File: src/rtl/cpu_seq_pkg.sv
// cpu_seq_pkg: state encoding, default parameters and small helpers shared by the sequencer.
// Latency: none (declarations only).
// Backpressure: none (declarations only).
package cpu_seq_pkg;

   localparam int         PC_W_DEF     = 8;
   localparam int         CNT_W_DEF    = 16;
   localparam int         MEM_WAIT_DEF = 1;
   localparam int         OP_W         = 4;
   localparam logic [3:0] HALT_OP_DEF  = 4'hF;

   // Main sequencer states; 3 bits covers all eight.
   typedef enum logic [2:0] {
      ST_IDLE   = 3'd0,
      ST_LOAD   = 3'd1,
      ST_FETCH  = 3'd2,
      ST_DECODE = 3'd3,
      ST_EXEC   = 3'd4,
      ST_MEM    = 3'd5,
      ST_WB     = 3'd6,
      ST_HALT   = 3'd7
   } state_t;

   // IDLE and HALT are the only resting states; everything else is working.
   function automatic logic is_busy_state(input state_t s);
      return (s != ST_IDLE) && (s != ST_HALT);
   endfunction

   // Program-load commands are honoured only while resting or already loading.
   function automatic logic accepts_load_cmd(input state_t s);
      return (s == ST_IDLE) || (s == ST_LOAD) || (s == ST_HALT);
   endfunction

endpackage

File: src/rtl/seq_load_ctrl.sv
// seq_load_ctrl: program-load handshake, instruction-memory write address and overflow flag.
// Latency: byte written in the cycle it is accepted; address and error update on the next edge.
// Backpressure: ready comes from the sequencer (high for all of LOAD); no internal stall.
module seq_load_ctrl
   import cpu_seq_pkg::*;
#(
   parameter int PC_W = PC_W_DEF
) (
   input  logic            clk,
   input  logic            reset,
   input  logic            clr_i,
   input  logic            load_ready_i,
   input  logic            load_valid_i,
   input  logic            load_last_i,
   output logic            ins_write_o,
   output logic [PC_W-1:0] ins_addr_o,
   output logic            load_err_o,
   output logic            done_o
);

   logic [PC_W-1:0] addr_q;
   logic [PC_W-1:0] addr_d;
   logic            err_q;
   logic            err_d;
   logic            accept;
   logic            at_top;

   assign accept = load_valid_i & load_ready_i;
   assign at_top = &addr_q;

   // A byte at the top address without load_last is an overflow: the load ends there.
   assign done_o      = accept & (load_last_i | at_top);
   assign ins_write_o = accept;
   assign ins_addr_o  = addr_q;
   assign load_err_o  = err_q;

   // Next address / sticky error; a load command restarts both even if a byte lands this cycle.
   always_comb begin
      addr_d = addr_q;
      err_d  = err_q;
      if (clr_i) begin
         addr_d = '0;
         err_d  = 1'b0;
      end else if (accept) begin
         addr_d = addr_q + PC_W'(1);
         if (at_top && !load_last_i) begin
            err_d = 1'b1;
         end
      end
   end

   // Address counter and error flag registers.
   always_ff @(posedge clk or posedge reset) begin
      if (reset) begin
         addr_q <= '0;
         err_q  <= 1'b0;
      end else begin
         addr_q <= addr_d;
         err_q  <= err_d;
      end
   end

endmodule

File: src/rtl/cpu_sequencer.sv
// cpu_sequencer: multi-cycle control FSM for the 8-bit CPU (program load, then FETCH..WB per instruction).
// Latency: 4 cycles per non-memory instruction, 4+MEM_WAIT with a data-memory access.
// Backpressure: load_ready high for all of LOAD; start/load_start ignored while an instruction is in flight.
module cpu_sequencer
   import cpu_seq_pkg::*;
#(
   parameter int              PC_W     = PC_W_DEF,
   parameter logic [OP_W-1:0] HALT_OP  = HALT_OP_DEF,
   parameter int              MEM_WAIT = MEM_WAIT_DEF,
   parameter int              CNT_W    = CNT_W_DEF
) (
   input  logic             clk,
   input  logic             reset,
   input  logic             load_start,
   input  logic             load_valid,
   input  logic [7:0]       load_data,
   input  logic             load_last,
   output logic             load_ready,
   input  logic             start,
   input  logic             step_mode,
   input  logic [OP_W-1:0]  opcode,
   input  logic             cu_mem_read,
   input  logic             cu_mem_write,
   input  logic             cu_reg_write,
   output logic [PC_W-1:0]  pc,
   output logic [PC_W-1:0]  ins_addr,
   output logic             ins_write,
   output logic             ins_read,
   output logic             ir_load,
   output logic             alu_en,
   output logic             mem_read_en,
   output logic             mem_write_en,
   output logic             reg_write_en,
   output logic             busy,
   output logic             halted,
   output logic             load_err,
   output logic [CNT_W-1:0] retired
);

   localparam int              WAIT_W    = (MEM_WAIT > 1) ? $clog2(MEM_WAIT) : 1;
   localparam logic [WAIT_W-1:0] WAIT_LAST = WAIT_W'(MEM_WAIT - 1);

   state_t           state_q;
   state_t           state_d;
   logic [PC_W-1:0]  pc_q;
   logic [PC_W-1:0]  pc_d;
   logic [CNT_W-1:0] retired_q;
   logic [CNT_W-1:0] retired_d;
   logic [WAIT_W-1:0] wait_q;
   logic [WAIT_W-1:0] wait_d;

   logic load_ready_q;
   logic ins_read_q;
   logic ir_load_q;
   logic alu_en_q;
   logic mem_read_en_q;
   logic mem_write_en_q;
   logic reg_write_en_q;
   logic busy_q;
   logic halted_q;

   logic load_clr;
   logic load_done;
   logic mem_access;

   // load_data goes straight to instruction memory; the sequencer only qualifies it.
   logic unused_load_data;
   assign unused_load_data = ^load_data;

   assign load_clr   = load_start & accepts_load_cmd(state_q);
   assign mem_access = cu_mem_read | cu_mem_write;

   seq_load_ctrl #(
      .PC_W (PC_W)
   ) u_load (
      .clk          (clk),
      .reset        (reset),
      .clr_i        (load_clr),
      .load_ready_i (load_ready_q),
      .load_valid_i (load_valid),
      .load_last_i  (load_last),
      .ins_write_o  (ins_write),
      .ins_addr_o   (ins_addr),
      .load_err_o   (load_err),
      .done_o       (load_done)
   );

   // Next state, PC, retired count and MEM wait counter.
   always_comb begin
      state_d   = state_q;
      pc_d      = pc_q;
      retired_d = retired_q;
      wait_d    = wait_q;
      unique case (state_q)
         ST_IDLE: begin
            // load_start outranks start when both arrive together.
            if (load_start) begin
               state_d   = ST_LOAD;
               pc_d      = '0;
               retired_d = '0;
            end else if (start) begin
               state_d = ST_FETCH;
            end
         end
         ST_LOAD: begin
            // A fresh load_start keeps us here; the load controller rewinds to address 0.
            if (!load_start && load_done) begin
               state_d = ST_IDLE;
            end
         end
         ST_FETCH:  state_d = ST_DECODE;
         ST_DECODE: state_d = (opcode == HALT_OP) ? ST_HALT : ST_EXEC;
         ST_EXEC: begin
            if (mem_access) begin
               state_d = ST_MEM;
               wait_d  = '0;
            end else begin
               state_d = ST_WB;
            end
         end
         ST_MEM: begin
            if (wait_q == WAIT_LAST) begin
               state_d = ST_WB;
            end else begin
               wait_d = wait_q + WAIT_W'(1);
            end
         end
         ST_WB: begin
            pc_d = pc_q + PC_W'(1);
            if (retired_q != '1) begin
               retired_d = retired_q + CNT_W'(1);
            end
            state_d = step_mode ? ST_IDLE : ST_FETCH;
         end
         ST_HALT: begin
            // Only a new program load (or reset) leaves HALT; pc keeps the HALT address.
            if (load_start) begin
               state_d   = ST_LOAD;
               pc_d      = '0;
               retired_d = '0;
            end
         end
         default: state_d = ST_IDLE;
      endcase
   end

   // FSM state plus strobes registered from the next state, so each strobe is a clean decode of the state register.
   always_ff @(posedge clk or posedge reset) begin
      if (reset) begin
         state_q        <= ST_IDLE;
         pc_q           <= '0;
         retired_q      <= '0;
         wait_q         <= '0;
         load_ready_q   <= 1'b0;
         ins_read_q     <= 1'b0;
         ir_load_q      <= 1'b0;
         alu_en_q       <= 1'b0;
         mem_read_en_q  <= 1'b0;
         mem_write_en_q <= 1'b0;
         reg_write_en_q <= 1'b0;
         busy_q         <= 1'b0;
         halted_q       <= 1'b0;
      end else begin
         state_q        <= state_d;
         pc_q           <= pc_d;
         retired_q      <= retired_d;
         wait_q         <= wait_d;
         load_ready_q   <= (state_d == ST_LOAD);
         ins_read_q     <= (state_d == ST_FETCH);
         ir_load_q      <= (state_d == ST_DECODE);
         alu_en_q       <= (state_d == ST_EXEC);
         // A write wins over a read when the CU asks for both.
         mem_write_en_q <= (state_d == ST_MEM) & cu_mem_write;
         mem_read_en_q  <= (state_d == ST_MEM) & cu_mem_read & ~cu_mem_write;
         reg_write_en_q <= (state_d == ST_WB) & cu_reg_write;
         busy_q         <= is_busy_state(state_d);
         halted_q       <= (state_d == ST_HALT);
      end
   end

   assign load_ready   = load_ready_q;
   assign pc           = pc_q;
   assign retired      = retired_q;
   assign ins_read     = ins_read_q;
   assign ir_load      = ir_load_q;
   assign alu_en       = alu_en_q;
   assign mem_read_en  = mem_read_en_q;
   assign mem_write_en = mem_write_en_q;
   assign reg_write_en = reg_write_en_q;
   assign busy         = busy_q;
   assign halted       = halted_q;

endmodule

File: config.mk
export PLATFORM = sky130hd
export DESIGN_NAME = cpu_sequencer
export DESIGN_NICKNAME = d
export VERILOG_FILES = /design/src/rtl/cpu_seq_pkg.sv /design/src/rtl/seq_load_ctrl.sv /design/src/rtl/cpu_sequencer.sv
export SDC_FILE = /design/constraint.sdc
export NUM_CORES = 1
export LEC_CHECK = 0
export CORE_MARGIN = 5
export CORE_UTILIZATION = 42
export CTS_CLUSTER_DIAMETER = 60
export DETAILED_ROUTE_END_ITERATION = 8
export PLACE_DENSITY = 0.72
export SETUP_SLACK_MARGIN = 0.4
export SLEW_MARGIN = 10
export SYNTH_ARGS = -nofsm -noshare
export SYNTH_HDL_FRONTEND = slang
export SYNTH_SLANG_ARGS = --single-unit
File: constraint.sdc
create_clock -name clk -period 2.3 [get_ports clk]
set_input_delay 0.345 -clock clk [delete_from_list [all_inputs] [get_ports clk]]
set_output_delay 0.345 -clock clk [all_outputs]
set_load 0.01 [all_outputs]
==> summary.md <==
| Metric | Value |
|---|---|
| Status | completed |
| Per-cell routed wire length | 13.6 um |
| Relative slew slack | 0.499 |
| YS warnings | 0 |
| Ys flop type | dfrtp_1 |
| Final net count | about 330 |
| Post-synthesis sequential area ratio | 0.505 |
| Post-DRT Antenna Nets | 0 |
| Vias post-DR | 1962 |
| Clk pwr share | 0.187 |
| Placed cell count | around 360 |
| Die area | 6860 um2 |
| Initial drt markers | between 40 and 50 |
| Yosys cell types | 42 |
| Period Utilization, post-route | 0.821 |
| Cells after synthesis | 230 |
| DP HPWL | about 3500 um |
| Final Max Slew Viols | 0 |
| R2r setup slk | between 400 and 500 ps |
| Design internal power | 2.13 mW |
| H-Tree Depth | 2 |
| P&R area growth vs syn | 48.0% |
| Reg2reg end | retired[11] |
| Place WS | 33.6 ps |
| Worst-case clock buffer depth | 2 |
| CTS tree | built |
| Maximum fanout along the worst path | 7 |
| Initial antenna violation count | 0 |
| HP Class | input pin to asynchronous set/reset pin |
| Clock skew | around 11 ps |
| CP Class | register to register |
| Uppermost layer routed | met4 |
| Critical path arrival | roughly 2100 ps |
| Std cell rows | 26 |
| Fin Setup TNS | 0 ps |
| Synthesized Nets | 255 |
| Minimum clock period | 1890 ps |
| Slew @ Worst Pin | 748 ps |
| Final Util | 0.641 |
| Hold_ws | 378 ps |
| Buffers on Ports | 56 |
| Routed length on met1 | about 2200 um |
| Max Cap Viol | 0 |
| # hold bufs at CTS | 0 |
| Die Height | between 80 and 90 um |
| Clock slew at reported path FFs | ~90 ps |
| Commonest non-fill, non-tap cell in the layout | clkdlybuf4s50_1 |
| Pwr/cell area | approximately 1000 nW/um2 |
| Peak VDD IR | 658 uV |
| Area leader, netlist | dfrtp_1 |
| Max Clk Rate | roughly 530 MHz |
| Cell depth of the worst flop-to-flop path | 6 |
| R2R Path Start | retired[0] |
| First-pass GRT wire length | 8710 um |
| Final instance area | 3300 um2 |
| Clock root buffer | clkbuf_8 |
| CP max stage cell | or4_4 |
| Gate power share | 0.482 |
| Seq pwr share | 0.331 |
| Crit path cell chain | ha_4 > and4_4 > and3_4 > a21o_4 > or4_4 > a21oi_2 |
| Final-report hold violation count | 0 |
| Final cell count without fillers | 380 |
| Crit path capture type | register |
| Pin count of the biggest net entering global routing | 27 |
| Clk_lat worst skew | 300 ps |
| Switching Share | 0.354 |
| Routed vias/inst | between 5 and 6 |
| Yosys reg bits | 45 |
| Fraction of layout cells with a size suffix above 1 | 0.197 |
| N_diodes | 0 |
| Core area | approximately 5100 um2 |
| RSZ-0062 raised after global routing | true |
| Ports | 65 |
| Final WS setup | 411 ps |
| GP Congestion | ~0.82 |
| CP required | 2530 ps |
| Syn Std Cell Area | 2230 um2 |
| Initial Util | 0.434 |
| Most frequent cells in the layout | 55 x clkdlybuf4s50_1, 43 x dfrtp_1, 26 x nor2_1 |
| Critical path launch point type | register |
| Max stage delay on crit path | 490 ps |
| Drt first pass iters | 4 |
| Total Wirelength | ~5200 um |
| Area contributors post-synth | dfrtp_1 51%, nor2_1 4.4%, xor2_1 3.5% |
| Post-synth top area share | 0.505 |
| Final Setup Violations | 0 |
| Clock Sinks | 45 |
| Die X | about 83 um |
| FFs w/ async S/R, synth | 1.00 |
| Final Power | 3.31 mW |
| DRC violations left | 0 |
| Met3 WL | between 400 and 500 um |
| Mapped Avg Cell Area | 9.69 um2 |
| Global route total overflow | 0 |
| GRT Total Usage | 0.153 |
| LEAKAGE | around 1.4 nW |
| Vias in the first global route | between 1500 and 2000 |
| Cts bufs inserted | 5 |
| EDFF count, synth | 0 |
| P_sw | 1.17 mW |
| DR WL met2 | 2430 um |
| DP Area | 2940 um2 |
## synthesized netlist by cell type, types with 5 or more instances
cell type,instances
o21ai_0,14
xor2_1,9
xnor2_1,7
and2_1,5
a21oi_1,13
clkbuf_1,5
nand2_1,20
nand4_1,7
nor2_1,26
and3_1,6
dfrtp_1,45
or3_1,9
nand3_1,12
## power by group through the flow
stage,sequential (mW),combinational [mW],clock [mW]
after floorplan,1.14,0.671,0
after global routing,1.12,1.74,0.673
after global placement,1.10,1.23,0
final,1.09,1.59,0.619
after detailed placement,1.11,1.25,0
after CTS,1.08,1.44,0.641
## metal layers
metal	vias to the layer above	GRT usage
li1	977	-
met1	921	0.177
met2	56	0.257
met3	8	0.0594
met4	0	0.0550
met5	-	0
## final cells by class
class	instances	area (um2)
inverters	4	15.0
clock inverters	2	37.5
multi-input cells	172	1150
repair buffers	81	791
fillers	434	1840
flip-flops and latches	45	1130
well taps	70	87.6
clock buffers	6	82.6
## timing repair
item	4_1_cts	5_1_grt
cloned	0	0
gates resized for setup	13	23
endpoints found under the setup margin	20	19
pin swaps	3	12
buffers inserted	9	6
## registers in the layout (all words and copies together), names as in the netlist, 3 cells and up
name and flops:
state_q 3, pc 8, retired 16, u_load.ins_addr_o 8
## how the worst max path moves through the flow
stage | to | from
after floorplan | retired[7] | retired[0]
after global placement | retired[8] | load_start
after CTS | retired[8] | state_q[0]
after detailed placement | retired[8] | load_start
final | retired[11] | retired[0]
after global routing | retired[8] | retired[1]
## logic make-up after synthesis
logic type | Yosys count | share of synthesized area
AOI/OAI and AO/OA | 39 | 0.101
and+or+nand+nor | 112 | 0.277
DFF | 45 | 0.505
adders and majority gates | 3 | 0.0168
buffers and inverters | 13 | 0.0269
muxes | 2 | 0.00955
xor gates and xnor gates | 16 | 0.0629
## critical path: cells and delay by family, from the launching register on
family | cells | cell delay [ps]
flip-flops | 1 | 430
AND/OR/NAND/NOR | 3 | 840
AO/OA/AOI/OAI | 2 | 390
adder cells (fa/ha/maj) | 1 | 170
(Power assumes the default switching activity.)
